## config.mk

```make
export PLATFORM = sky130hd
export DESIGN_NAME = reg_writeback_queue
export DESIGN_NICKNAME = d
export VERILOG_FILES = /design/src/rtl/reg_writeback_queue.sv
export SDC_FILE = /design/constraint.sdc
export NUM_CORES = 1
export LEC_CHECK = 0
export ABC_AREA = 0
export CAP_MARGIN = 20
export CORE_UTILIZATION = 25
export DETAILED_ROUTE_END_ITERATION = 10
export GPL_TIMING_DRIVEN = 0
export PLACE_DENSITY = 0.53
export SYNTH_ARGS = -nofsm -noshare
export SYNTH_HDL_FRONTEND = slang
export SYNTH_SLANG_ARGS = --single-unit
```

## constraint.sdc

```tcl
create_clock -name i_clock -period 5.45 [get_ports i_clock]
set_input_delay 1.3625 -clock i_clock [delete_from_list [all_inputs] [get_ports i_clock]]
set_output_delay 1.3625 -clock i_clock [all_outputs]
set_load 0.02 [all_outputs]
```

## src/rtl/reg_writeback_queue.sv

```systemverilog
// rtl/reg_writeback_queue.sv - writeback FIFO feeding the register file write port, with operand forwarding
module reg_writeback_queue #(
    parameter int DEPTH    = 2,
    parameter int ID_W     = 4,
    parameter int DATA_W   = 8,
    parameter int NUM_REGS = 13
) (
    input  logic                     i_clock,
    input  logic                     i_reset,
    input  logic                     i_in_valid,
    output logic                     o_in_ready,
    input  logic [ID_W-1:0]          i_in_id,
    input  logic [DATA_W-1:0]        i_in_value,
    input  logic                     i_wb_hold,
    output logic                     o_wb_valid,
    output logic [ID_W-1:0]          o_wb_id,
    output logic [DATA_W-1:0]        o_wb_value,
    input  logic [ID_W-1:0]          i_fwd1_id,
    output logic                     o_fwd1_hit,
    output logic [DATA_W-1:0]        o_fwd1_value,
    input  logic [ID_W-1:0]          i_fwd2_id,
    output logic                     o_fwd2_hit,
    output logic [DATA_W-1:0]        o_fwd2_value,
    output logic [$clog2(DEPTH):0]   o_count,
    output logic                     o_bad_id
);
    localparam int PTR_W = (DEPTH > 1) ? $clog2(DEPTH) : 1;
    localparam int CNT_W = $clog2(DEPTH) + 1;

    logic [ID_W-1:0]   r_id  [DEPTH];
    logic [DATA_W-1:0] r_val [DEPTH];
    logic [DEPTH-1:0]  r_vld;
    logic [PTR_W-1:0]  r_rd_ptr;
    logic [PTR_W-1:0]  r_wr_ptr;
    logic [CNT_W-1:0]  r_count;
    logic              r_bad_id;

    logic              w_push;
    logic              w_id_ok;
    logic              w_store;
    logic              w_pop;
    logic              w_empty;
    logic [PTR_W-1:0]  w_idx;

    assign w_empty    = (r_count == '0);
    assign o_in_ready = (r_count != CNT_W'(DEPTH));
    assign w_push     = i_in_valid & o_in_ready;
    assign w_id_ok    = (32'(i_in_id) < NUM_REGS);
    assign w_store    = w_push & w_id_ok;
    assign w_pop      = ~w_empty & ~i_wb_hold;

    assign o_wb_valid = w_pop;
    assign o_wb_id    = w_empty ? '0 : r_id[r_rd_ptr];
    assign o_wb_value = w_empty ? '0 : r_val[r_rd_ptr];
    assign o_count    = r_count;
    assign o_bad_id   = r_bad_id;

    // Walk oldest to youngest so a later match overrides an earlier one.
    always_comb begin
        o_fwd1_hit   = 1'b0;
        o_fwd1_value = '0;
        o_fwd2_hit   = 1'b0;
        o_fwd2_value = '0;
        w_idx        = r_rd_ptr;
        for (int k = 0; k < DEPTH; k++) begin
            w_idx = r_rd_ptr + PTR_W'(k);
            if (r_vld[w_idx] && r_id[w_idx] == i_fwd1_id) begin
                o_fwd1_hit   = 1'b1;
                o_fwd1_value = r_val[w_idx];
            end
            if (r_vld[w_idx] && r_id[w_idx] == i_fwd2_id) begin
                o_fwd2_hit   = 1'b1;
                o_fwd2_value = r_val[w_idx];
            end
        end
    end

    always_ff @(posedge i_clock or posedge i_reset) begin
        if (i_reset) begin
            r_rd_ptr <= '0;
            r_wr_ptr <= '0;
            r_count  <= '0;
            r_bad_id <= 1'b0;
            r_vld    <= '0;
            for (int k = 0; k < DEPTH; k++) begin
                r_id[k]  <= '0;
                r_val[k] <= '0;
            end
        end else begin
            // A full queue never accepts, so write and read slots cannot collide here.
            if (w_store) begin
                r_id[r_wr_ptr]  <= i_in_id;
                r_val[r_wr_ptr] <= i_in_value;
                r_vld[r_wr_ptr] <= 1'b1;
                r_wr_ptr        <= r_wr_ptr + 1'b1;
            end
            if (w_pop) begin
                r_vld[r_rd_ptr] <= 1'b0;
                r_rd_ptr        <= r_rd_ptr + 1'b1;
            end
            case ({w_store, w_pop})
                2'b10:   r_count <= r_count + 1'b1;
                2'b01:   r_count <= r_count - 1'b1;
                default: r_count <= r_count;
            endcase
            if (w_push && !w_id_ok) begin
                r_bad_id <= 1'b1;
            end
        end
    end
endmodule

```

After elaboration in Yosys (flattened, before gate mapping) --
Cells that the tools add are included.
Storage, ports and cells: flip-flop bits (word level) 31, word-level logic and storage cells 91, input bits 24
Cells by class: order comparisons 10, muxes and demuxes 39, $add $sub $neg 4, reductions and logical operators 11, equality and inequality tests 7, bitwise operators 11
Operators by type and width (number):
- $mux W8 | 12
- $mux W4 | 8
- $bwmux W16 | 1
- $eq A4 B4 Y1 | 4
- $mux W1 | 10
- $bwmux W8 | 1
- $demux W8 S1 | 1
- $logic_and A1 B1 Y1 | 8
- $ge A2 B2 Y1 const B | 3
- $lt A1 B2 Y1 const B | 3
- $not A1 Y2 | 3
- $demux W4 S1 | 1
- $lt A4 B4 Y1 const B | 1
- $mux W2 | 2
- $pmux W2 S2 | 1
- $and A1 B1 Y1 | 3
- $add A1 B1 Y1 const B | 2
- $add A2 B1 Y2 const B | 1
- $and A2 B2 Y2 | 1
- $demux W1 S1 | 2
- $eq A2 B1 Y1 const B | 1
- $eq A2 B2 Y1 const B | 1
- $ge A1 B1 Y1 const B | 2
- $logic_not A2 Y1 | 1
- 8 further kinds | 9

Depth between registers and ports, before layout --
Gate-level depths: netlist of the first run.
word-level depth 8, depth in mapped cells 8, gate-level depth less buffers 6

Worst setup path after synthesis of the first run --
No wires, ideal clock.
path kind input to output, start point in i_fwd2_id[2], end point out o_fwd2_value[5], slack 1340 ps, cell stages on the path 6, arrival time 2748 ps, path buffers 1, cells stage by stage xnor2_1 > a32oi_1 > nor4_4 > buf_6 > nand3_2 > a32oi_1
Between the ends: cells in the longest elaborated chain, start to end 4, elaborated cells on any way between the ends 6, those cells by class eq/ne (2); mux (2); reduce/logical (2)
Ends and longest elaborated chain:
- from (decl) | line 21 | input logic [ID_W-1:0] i_fwd2_id,
- $eq A4 B4 Y1 | line 71 | if (r_vld[w_idx] && r_id[w_idx] == i_fwd2_id) begin
- $logic_and A1 B1 Y1 | line 71
- $mux W8 | line 71
- $mux W8 * | line 71
- to (decl) | line 23 | output logic [DATA_W-1:0] o_fwd2_value,
Mark *: on every way between the ends. The rest lies on a longest branch, timed or not.

Worst setup path in the final report of the first run --
start point in i_fwd1_id[0], end point out o_fwd1_value[3]
Between the ends: cells in the longest elaborated chain, start to end 4, elaborated cells on any way between the ends 6, those cells by class eq/ne (2); mux (2); reduce/logical (2)
Ends and longest elaborated chain:
- from (decl) | line 18 | input logic [ID_W-1:0] i_fwd1_id,
- $eq A4 B4 Y1 | line 67 | if (r_vld[w_idx] && r_id[w_idx] == i_fwd1_id) begin
- $logic_and A1 B1 Y1 | line 67
- $mux W8 | line 67
- $mux W8 * | line 67
- to (decl) | line 20 | output logic [DATA_W-1:0] o_fwd1_value,
Marked as above.

==> results.tsv, run 1 <==
stage	metric	value	unit
outcome	outcome	completed	
power	Lkg Pwr	1.17	nW
worst_setup_path	Required @ worst endpoint	4.09	ns
synthesis	count of cell types in the netlist	30	
synthesis	Post-Syn Area per Cell	9.58	um2
sta	Hold Violations, Final	0	
synthesis	synthesized cell area	2250	um2
routing	Antenna Nets Post-Route	0	
clock_network	CTS clk-pin slew, worst paths	0.07	ns
routing	met2 WL	3190	um
synthesis	asr flop ratio synth	1.00	
global_routing	vias in the first global route	1982	
sta	final setup violation count	0	
floorplanning	Starting Density	0.258	
clock_network	TritonCTS Buffers	5	
floorplanning	placeable core region	8720	um2
worst_setup_path	Critical Path Source Type	input port	
global_routing	initial antenna violation count	0	
place	Routability Congestion	0.785	
routing	DRT met1 WL	3200	um
routing	drt pass-1 iters	4	
sta	Tmin final	5.30	ns
synthesis	Synth Net Count	260	
sta	Max Clock Skew	0.00593	ns
final_layout	share of post-route cells with drive strength above 1	0.153	
clock_network	clk sinks	31	
routing	WL met3	302	um
job	maxcap violations	0	
synthesis	largest area contributor in the netlist	dfrtp_1	
final_layout	ANT cells	0	
synthesis	Primary FF master, synth	dfrtp_1	
routing	wire per inst	16.4	um
routing	wirelength, routed	6730	um
synthesis	EDFF count, synth	0	
synthesis	post-synthesis sequential area ratio	0.344	
synthesis	yosys warns	0	
final_layout	most common cell after layout, fill and taps aside	clkdlybuf4s50_1	
worst_setup_path	crit end category	output port	
synthesis	share of the synthesized area in the top cell type	0.344	
final_layout	Area Growth Syn to Fin	37.1	%
floorplanning	Die Width	96.9	um
sta	Worst-Margin Slew	0.721	ns
worst_setup_path	kind of critical path	input port to output port	
floorplanning	Die ar.	9390	um2
power	power density over cell area	668	nW/um2
clock_network	root buffer cell	clkbuf_8	
floorplanning	Die Ht	96.9	um
sta	RSZ-0062 raised after global routing	no	
global_routing	total grt overflow	0	
clock_network	CTS Buffer Depth	2	
final_layout	# nets final	326	
floorplanning	Row Count	34	
global_routing	largest net degree at the start of global routing	20	
place	IO Port Bufs	58	
routing	vias post-DR	2036	
place	dpl ws	0.134	ns
global_routing	first-pass GRT wire length	10600	um
global_routing	gr usage total	0.144	
routing	Top Layer Used	met4	
sta	max-slew violations	0	
sta	period utilization	0.973	
sta	Slew HR	0.520	
clock_network	H-tree levels	2	
worst_setup_path	CP Max Fanout	10	
synthesis	Seq cells post-synth	31	
final_layout	most frequent cells in the layout	56 x clkdlybuf4s50_1, 31 x nand3_1, 31 x dfrtp_1	
worst_setup_path	WP data arrival	3.94	ns
clock_network	Clk Latency, worst-skew pair	0.28	ns
power	maximum VDD drop	0.000311	V
sta	fmax	189	MHz
sta	Setup WS post-layout	0.146	ns
power	Design Power	0.00206	W
place	DP Wirelength	4930	um
clock_network	CTS tree	built	
synthesis	Synth area leaders	dfrtp_1 34%, mux2_2 9.5%, a32oi_1 7.0%	
routing	Vias/cell	4.98	
min_path	worst hold path class	register to register	
routing	Starting DRT DRC Count	132	
synthesis	Mapped Cells	235	
routing	Residual DRC	0	
floorplanning	# IOs	59	
sta	Setup TNS Final	0	ns
[cells in the mapped netlist, drive strengths merged, types with 2 or more instances]
cell and number:
xor2 8, a21oi 17, mux2i 15, nor2 15
dfrtp 31, clkbuf 6, nor4 2, mux2 24
and4 2, nand2 19, buf 12, nand3 33
inv 3, nand4 3, or2 3, a32o 2
a32oi 18, and2b 2, xnor2 14
[registers in the layout, indices dropped and copies added, names as in the netlist]
register and count:
o_bad_id 1, o_count 2, r_id 8, r_rd_ptr 1, r_val 16, r_vld 2, r_wr_ptr 1
[critical path, cell delays in order]
cell and delay [ns]:
clkdlybuf4s50_1 0.57, xnor2_1 0.15, a32oi_1 0.15, nor4_4 0.52, buf_6 0.22, nand3_1 0.09, a32oi_1 0.21, clkdlybuf4s50_1 0.65
[where the power goes]
group / switching [W] / total (W) / internal, W / leakage (nW)
Sequential: 0.000158 / 0.000505 / 0.000347 / 0.363
Combinational: 0.000724 / 0.00137 / 0.000645 / 0.759
Clock: 0.0000878 / 0.000187 / 0.0000991 / 0.0470
Total: 0.000970 / 0.00206 / 0.00109 / 1.17
[final timing paths]
path | end | startpoint | slack, ns | depth (start not counted)
setup / recovery | o_fwd1_value[3] | i_fwd1_id[0] | 0.15 | 8
hold / removal | o_bad_id | o_bad_id | 0.48 | 1
setup reg to reg | r_id[6] | o_count[0] | 3.36 | 6
hold reg to reg | o_bad_id | o_bad_id | 0.48 | 1
max in group asynchronous | r_id[7] | i_reset | 3.50 | 3
min in group asynchronous | r_rd_ptr | i_reset | 1.45 | 2
[final cells by class]
cell class | count | area (um2)
plain buffers | 18 | 100
clock buffers | 6 | 82.6
clock inverters | 1 | 5.00
fillers | 883 | 5630
inverters | 3 | 11.3
multi-input cells | 183 | 1370
flip-flops and latches | 31 | 776
well taps | 108 | 135
repair buffers | 59 | 613
[through the flow]
step	instances	utilization	hold WS, ns	cell area (um2)
finish	409	0.354	0.482	3090
global route	409	0.354	0.527	3090
CTS	409	0.354	0.489	3080
detailed placement	402	0.343	0.471	3000
global placement	401	0.340	0.470	2970
floorplan	235	-	0.460	2250
[kinds of logic (layout without fill, tap and decap cells)]
kind of cell	count (synthesis)	count (layout)	synth area share
xor+xnor	22	22	0.0856
mux	39	39	0.198
simple gates	81	81	0.191
flops	31	31	0.344
compound gates	40	40	0.127
fa+ha+maj	1	1	0.00555
buf+inv	21	87	0.0494
[metal layers]
metal	vias to the layer above	GRT usage
met5	-	0
met4	0	0.0299
met3	2	0.0303
met2	47	0.235
met1	993	0.197
li1	994	-
[repair_timing]
item,in CTS,in global routing
gates resized for setup,0,2
hold buffers,0,0
setup endpoints to repair,0,7
buffers inserted,0,0
Note: power is estimated with default switching activity, not from simulation.
==> run 2, diff against run 1 <==
- CORE_UTILIZATION: 25 -> 45
- GPL_TIMING_DRIVEN: 0 -> unset
- PLACE_DENSITY: 0.53 -> 0.81
==> results.tsv, run 2 (synthesis results as in run 1) <==
stage	metric	value	unit	change
worst_setup_path	slowest CP cell	clkdlybuf4s50_1		
clock_network	TritonCTS Buffers	5		unchanged
power	power density over cell area	695	nW/um2	+4.1%
worst_setup_path	worst-path cell chain	clkdlybuf4s50_1 > xnor2_1 > a32oi_1 > nor4_4 > buf_4 > nand3_1 > a32oi_1 > clkdlybuf4s50_1		
final_layout	number of flip-flops in the largest register	16		unchanged
final_layout	most frequent cells in the layout	58 x clkdlybuf4s50_1, 31 x nand3_1, 30 x dfrtp_1		
sta	final setup violation count	0		unchanged
power	Design Power	0.00210	W	+1.6%
global_routing	total grt overflow	0		unchanged
worst_setup_path	CP Max Fanout	17		+7
place	Placed Cells incl. Taps	350		-13%
worst_setup_path	kind of critical path	input port to output port		
clock_network	CTS clk-pin slew, worst paths	0.06	ns	about the same
worst_setup_path	Top Family by Delay on Critical Path	buffers and inverters		
routing	vias post-DR	2073		+1.8%
place	IO Port Bufs	58		unchanged
sta	Worst-Margin Slew	0.899	ns	+0.178 ns
worst_setup_path	crit end category	output port		
worst_setup_path	worst stage delay on the critical path	0.65	ns	about the same
clock_network	post-CTS setup buffers	0		unchanged
global_routing	largest net degree at the start of global routing	57		+190%
clock_network	Clk Latency, worst-skew pair	0.29	ns	about the same
clock_network	H-tree levels	2		unchanged
clock_network	CTS Buffer Depth	2		unchanged
clock_network	PostCTS Resize Cnt	0		unchanged
clock_network	CTS tree	built		
worst_setup_path	Required @ worst endpoint	4.09	ns	about the same
power	Lkg Pwr	1.13	nW	-3.3%
final_layout	# nets final	316		-3.1%
global_routing	first-pass GRT wire length	9360	um	-12%
final_layout	# fillers	388		-56%
sta	Tmin final	5.12	ns	-0.184 ns
sta	period utilization	0.939		-0.0338
worst_setup_path	WP data arrival	3.76	ns	-0.18 ns
place	DP Wirelength	3890	um	-21%
global_routing	initial antenna violation count	0		unchanged
floorplanning	Starting Density	0.474		+0.215
final_layout	share of post-route cells with drive strength above 1	0.154		+0.00129
power	maximum VDD drop	0.000304	V	-2.2%
clock_network	root buffer cell	clkbuf_8		
floorplanning	Die Width	72.7	um	-25%
outcome	outcome	completed		
final_layout	Largest regs	r_val (16), r_id (8)		
floorplanning	Die Ht	72.7	um	-25%
routing	Antenna Nets Post-Route	0		unchanged
sta	fmax	195	MHz	+3.6%
sta	Slew HR	0.399		-0.121
final_layout	most common cell after layout, fill and taps aside	clkdlybuf4s50_1		
sta	Setup TNS Final	0	ns	unchanged
routing	drt pass-1 iters	4		unchanged
final_layout	Area Growth Syn to Fin	33.9	%	
final_layout	Non-Filler Instances	359		-12%
routing	Vias/cell	5.77		+16%
global_routing	gr usage total	0.230		+0.0862
routing	Residual DRC	0		unchanged
sta	Hold Violations, Final	0		unchanged
worst_setup_path	Buf/Inv on CP	3		unchanged
sta	Max Clock Skew	0.00587	ns	-0.0000594 ns
global_routing	vias in the first global route	2027		+2.3%
routing	wirelength, routed	5760	um	-14%
clock_network	# hold bufs at CTS	0		unchanged
sta	max-slew violations	0		unchanged
floorplanning	Die ar.	5290	um2	-44%
min_path	worst hold path class	register to register		
floorplanning	# IOs	59		unchanged
clock_network	clk sinks	31		unchanged
sta	RSZ-0062 raised after global routing	no		
place	Routability Congestion	0.804		+2.4%
routing	Starting DRT DRC Count	206		+56%
worst_setup_path	Critical Path Source Type	input port		
final_layout	Top reg by flops	r_val		
floorplanning	placeable core region	4750	um2	-45%
final_layout	ANT cells	0		unchanged
routing	wire per inst	16.1	um	-2.4%
floorplanning	Row Count	25		-26%
job	maxcap violations	0		unchanged
## run 2: changes by cell type in the layout (fill, tap and decap cells not counted), sizes merged
cell / change
clkdlybuf4s50: +2
dlymetal6s2s: -2
buf: -4
clkbuf: -6
bufinv: +1
## run 2: layout make-up
cell class                      count  area [um2]  area share
Multi-Input combinational cell    183        1370       0.453
Sequential cell                    31         777       0.258
Timing Repair Buffer               67         661       0.219
Tap cell                           67        83.8      0.0278
Clock buffer                        6        82.6      0.0274
Clock inverter                      2        35.0      0.0116
Inverter                            3        11.3     0.00373
## run 2: power by group
group | switching (W) | total (W) | internal [W] | leakage, nW
registers | 0.000177 | 0.000525 | 0.000348 | 0.362
logic | 0.000687 | 0.00133 | 0.000646 | 0.707
clock network | 0.0000896 | 0.000237 | 0.000148 | 0.0612
## run 2: path summary, 6_finish.rpt
kind                                    from              end  slack (ns)  depth (start not counted)
worst min register to register      o_bad_id         o_bad_id        0.49                          1
min in group asynchronous            i_reset          r_id[0]        1.47                          3
max in group asynchronous            i_reset         r_rd_ptr        3.67                          3
worst max-delay path            i_fwd1_id[0]  o_fwd1_value[5]        0.33                          8
worst max register to register    o_count[0]         r_val[1]        3.41                          3
worst min-delay path                o_bad_id         o_bad_id        0.49                          1
## run 2: metrics by stage
stage	setup slack (ns)	utilization	instance area, um2	hold WS, ns
2_1_floorplan	1.34	-	2250	0.460
3_3_place_gp	0.392	0.605	2880	0.459
3_5_place_dp	0.335	0.605	2880	0.483
4_1_cts	0.293	0.630	3000	0.500
5_1_grt	0.223	0.634	3020	0.522
6_report	0.330	0.634	3020	0.491
## run 2: metal layers
metal,vias up,part of all wire,GRT usage
met1,1006,0.44,0.304
met4,0,0.020,0.0959
met2,72,0.49,0.378
met5,-,0,0
met3,14,0.054,0.0359
li1,981,-,-
## run 2: worst reg2reg max path: stages (launching register included)
cell and delay (ns):
dfrtp_1 0.43, nand2b_1 0.19, nand4_1 0.72, mux2_2 0.57
==> run 3, diff against run 2 <==
- CORE_UTILIZATION: 45 -> 53
- PLACE_DENSITY: 0.81 -> 0.92
- TNS_END_PERCENT: unset -> 30
==> results.tsv, run 3 (synthesis results as in run 1) <==
stage	metric	value	unit	change
floorplanning	Row Count	23		-8.0%
clock_network	H-tree levels	2		unchanged
outcome	outcome	completed		
power	Switching Power	0.000957	W	+0.43%
sta	RSZ-0062 raised after global routing	no		
sta	Tmin final	5.25	ns	+0.126 ns
worst_setup_path	Critical Path Source Type	input port		
final_layout	Top reg by flops	r_val		
floorplanning	Die Width	67.2	um	-7.6%
worst_setup_path	crit end category	output port		
place	Placed Cells incl. Taps	330		-5.7%
power	Reg power frac	0.263		+0.013
worst_setup_path	kind of critical path	input port to output port		
final_layout	Post-Route Utilization	0.734		+0.100
sta	Max Clock Skew	0.00485	ns	-0.00102 ns
global_routing	gr usage total	0.286		+0.0551
final_layout	Area Growth Syn to Fin	31.4	%	
routing	Starting DRT DRC Count	251		+22%
sta	final setup violation count	0		unchanged
global_routing	vias in the first global route	1923		-5.1%
clock_network	PostCTS Resize Cnt	0		unchanged
routing	DRT met1 WL	2390	um	-5.0%
place	IO Port Bufs	58		unchanged
clock_network	Clk Latency, worst-skew pair	0.28	ns	about the same
power	internal power	0.00113	W	-1.4%
clock_network	TritonCTS Buffers	5		unchanged
global_routing	first-pass GRT wire length	9550	um	+2.1%
worst_setup_path	Critical Path Most Common Cell	clkdlybuf4s50_1		
job	maxcap violations	0		unchanged
clock_network	clk sinks	31		unchanged
clock_network	# hold bufs at CTS	0		unchanged
worst_setup_path	Top Family by Delay on Critical Path	buffers and inverters		
sta	Worst-Margin Slew	0.776	ns	-0.123 ns
routing	wirelength, routed	5810	um	+0.75%
worst_setup_path	worst stage delay on the critical path	0.58	ns	-0.07 ns
routing	WL met3	404	um	+30%
worst_setup_path	WP data arrival	3.88	ns	+0.12 ns
power	power density over cell area	704	nW/um2	+1.3%
worst_setup_path	Buf/Inv on CP	2		-1
worst_setup_path	Required @ worst endpoint	4.09	ns	about the same
clock_network	post-CTS setup buffers	0		unchanged
final_layout	most common cell after layout, fill and taps aside	clkdlybuf4s50_1		
clock_network	CTS Buffer Depth	2		unchanged
sta	max-slew violations	0		unchanged
power	Lkg Pwr	1.11	nW	-1.6%
global_routing	total grt overflow	0		unchanged
final_layout	most frequent cells in the layout	58 x clkdlybuf4s50_1, 31 x nand3_1, 30 x dfrtp_1		
sta	Setup TNS Final	0	ns	unchanged
floorplanning	Starting Density	0.559		+0.0853
sta	period utilization	0.963		+0.0231
clock_network	root buffer cell	clkbuf_8		
power	Switching Fraction	0.460		+0.00464
worst_setup_path	worst-path cell chain	clkdlybuf4s50_1 > xnor2_1 > a32o_1 > nand4_1 > nand3_1 > a32oi_1 > clkdlybuf4s50_1		
clock_network	CTS tree	built		
final_layout	Non-Filler Instances	339		-5.6%
sta	Hold Violations, Final	0		unchanged
power	clock share of power	0.112		about the same
final_layout	# nets final	313		-0.95%
routing	Top Layer Used	met4		
routing	wire per inst	17.1	um	+6.7%
min_path	worst hold path class	register to register		
routing	Antenna Nets Post-Route	0		unchanged
routing	drt pass-1 iters	4		unchanged
final_layout	ANT cells	0		unchanged
final_layout	Largest regs	r_val (16), r_id (8)		
sta	Slew HR	0.481		+0.0824
floorplanning	Die ar.	4510	um2	-15%
floorplanning	# IOs	59		unchanged
power	Comb power frac	0.625		-0.011
routing	Residual DRC	0		unchanged
floorplanning	Die Ht	67.2	um	-7.6%
routing	Vias/cell	6.17		+6.8%
worst_setup_path	slowest CP cell	clkdlybuf4s50_1		
floorplanning	placeable core region	4030	um2	-15%
final_layout	share of post-route cells with drive strength above 1	0.145		-0.00878
routing	met2 WL	2880	um	+2.1%
final_layout	number of flip-flops in the largest register	16		unchanged
clock_network	CTS clk-pin slew, worst paths	0.06	ns	about the same
routing	vias post-DR	2090		+0.82%
global_routing	initial antenna violation count	0		unchanged
global_routing	largest net degree at the start of global routing	44		-23%
worst_setup_path	CP Max Fanout	16		-1
sta	fmax	191	MHz	-2.4%
place	Routability Congestion	0.886		+10%
place	DP Wirelength	3950	um	+1.3%
power	maximum VDD drop	0.000343	V	+13%
==> run 3: cell type report <==
cell class              instances  area (um2)
clock buffers                   6        82.6
clock inverters                 2        35.0
fillers                       290        1070
inverters                       3        11.3
multi-input cells             183        1370
flip-flops and latches         31         777
well taps                      50        62.6
repair buffers                 64         626
==> run 3: per-stage QoR <==
stage	hold slack, ns	instance area (um2)	power (W)	setup WS, ns
after CTS	0.480	2950	0.00207	0.226
after global placement	0.465	2830	0.00178	0.340
final	0.475	2960	0.00208	0.204
after detailed placement	0.465	2830	0.00182	0.283
after floorplan	0.460	2250	0.00135	1.34
after global routing	0.536	2960	0.00221	0.0278
==> run 3: power by group through the flow <==
| stage | clock network (W) | registers [W] | logic, W |
|---|---|---|---|
| 2_1_floorplan | 0 | 0.000477 | 0.000877 |
| 3_3_place_gp | 0 | 0.000525 | 0.00125 |
| 3_5_place_dp | 0 | 0.000540 | 0.00128 |
| 4_1_cts | 0.000236 | 0.000539 | 0.00130 |
| 5_1_grt | 0.000246 | 0.000571 | 0.00139 |
| 6_report | 0.000233 | 0.000549 | 0.00130 |
==> run 3: path summary, 6_finish.rpt <==
path / startpoint / end / slack (ns) / cells after the start
max in group asynchronous: i_reset / r_rd_ptr / 3.69 / 3
min in group asynchronous: i_reset / r_val[7] / 1.46 / 3
max reg2reg: o_count[0] / r_val[0] / 3.53 / 3
min: o_bad_id / o_bad_id / 0.48 / 1
min reg2reg: o_bad_id / o_bad_id / 0.48 / 1
max: i_fwd2_id[2] / o_fwd2_value[3] / 0.20 / 7
==> run 3: metal layers <==
layer  vias up  global-route usage
li1        968                   -
met2        94               0.434
met3        19              0.0659
met5         -                   0
met1      1009               0.399
met4         0              0.0957
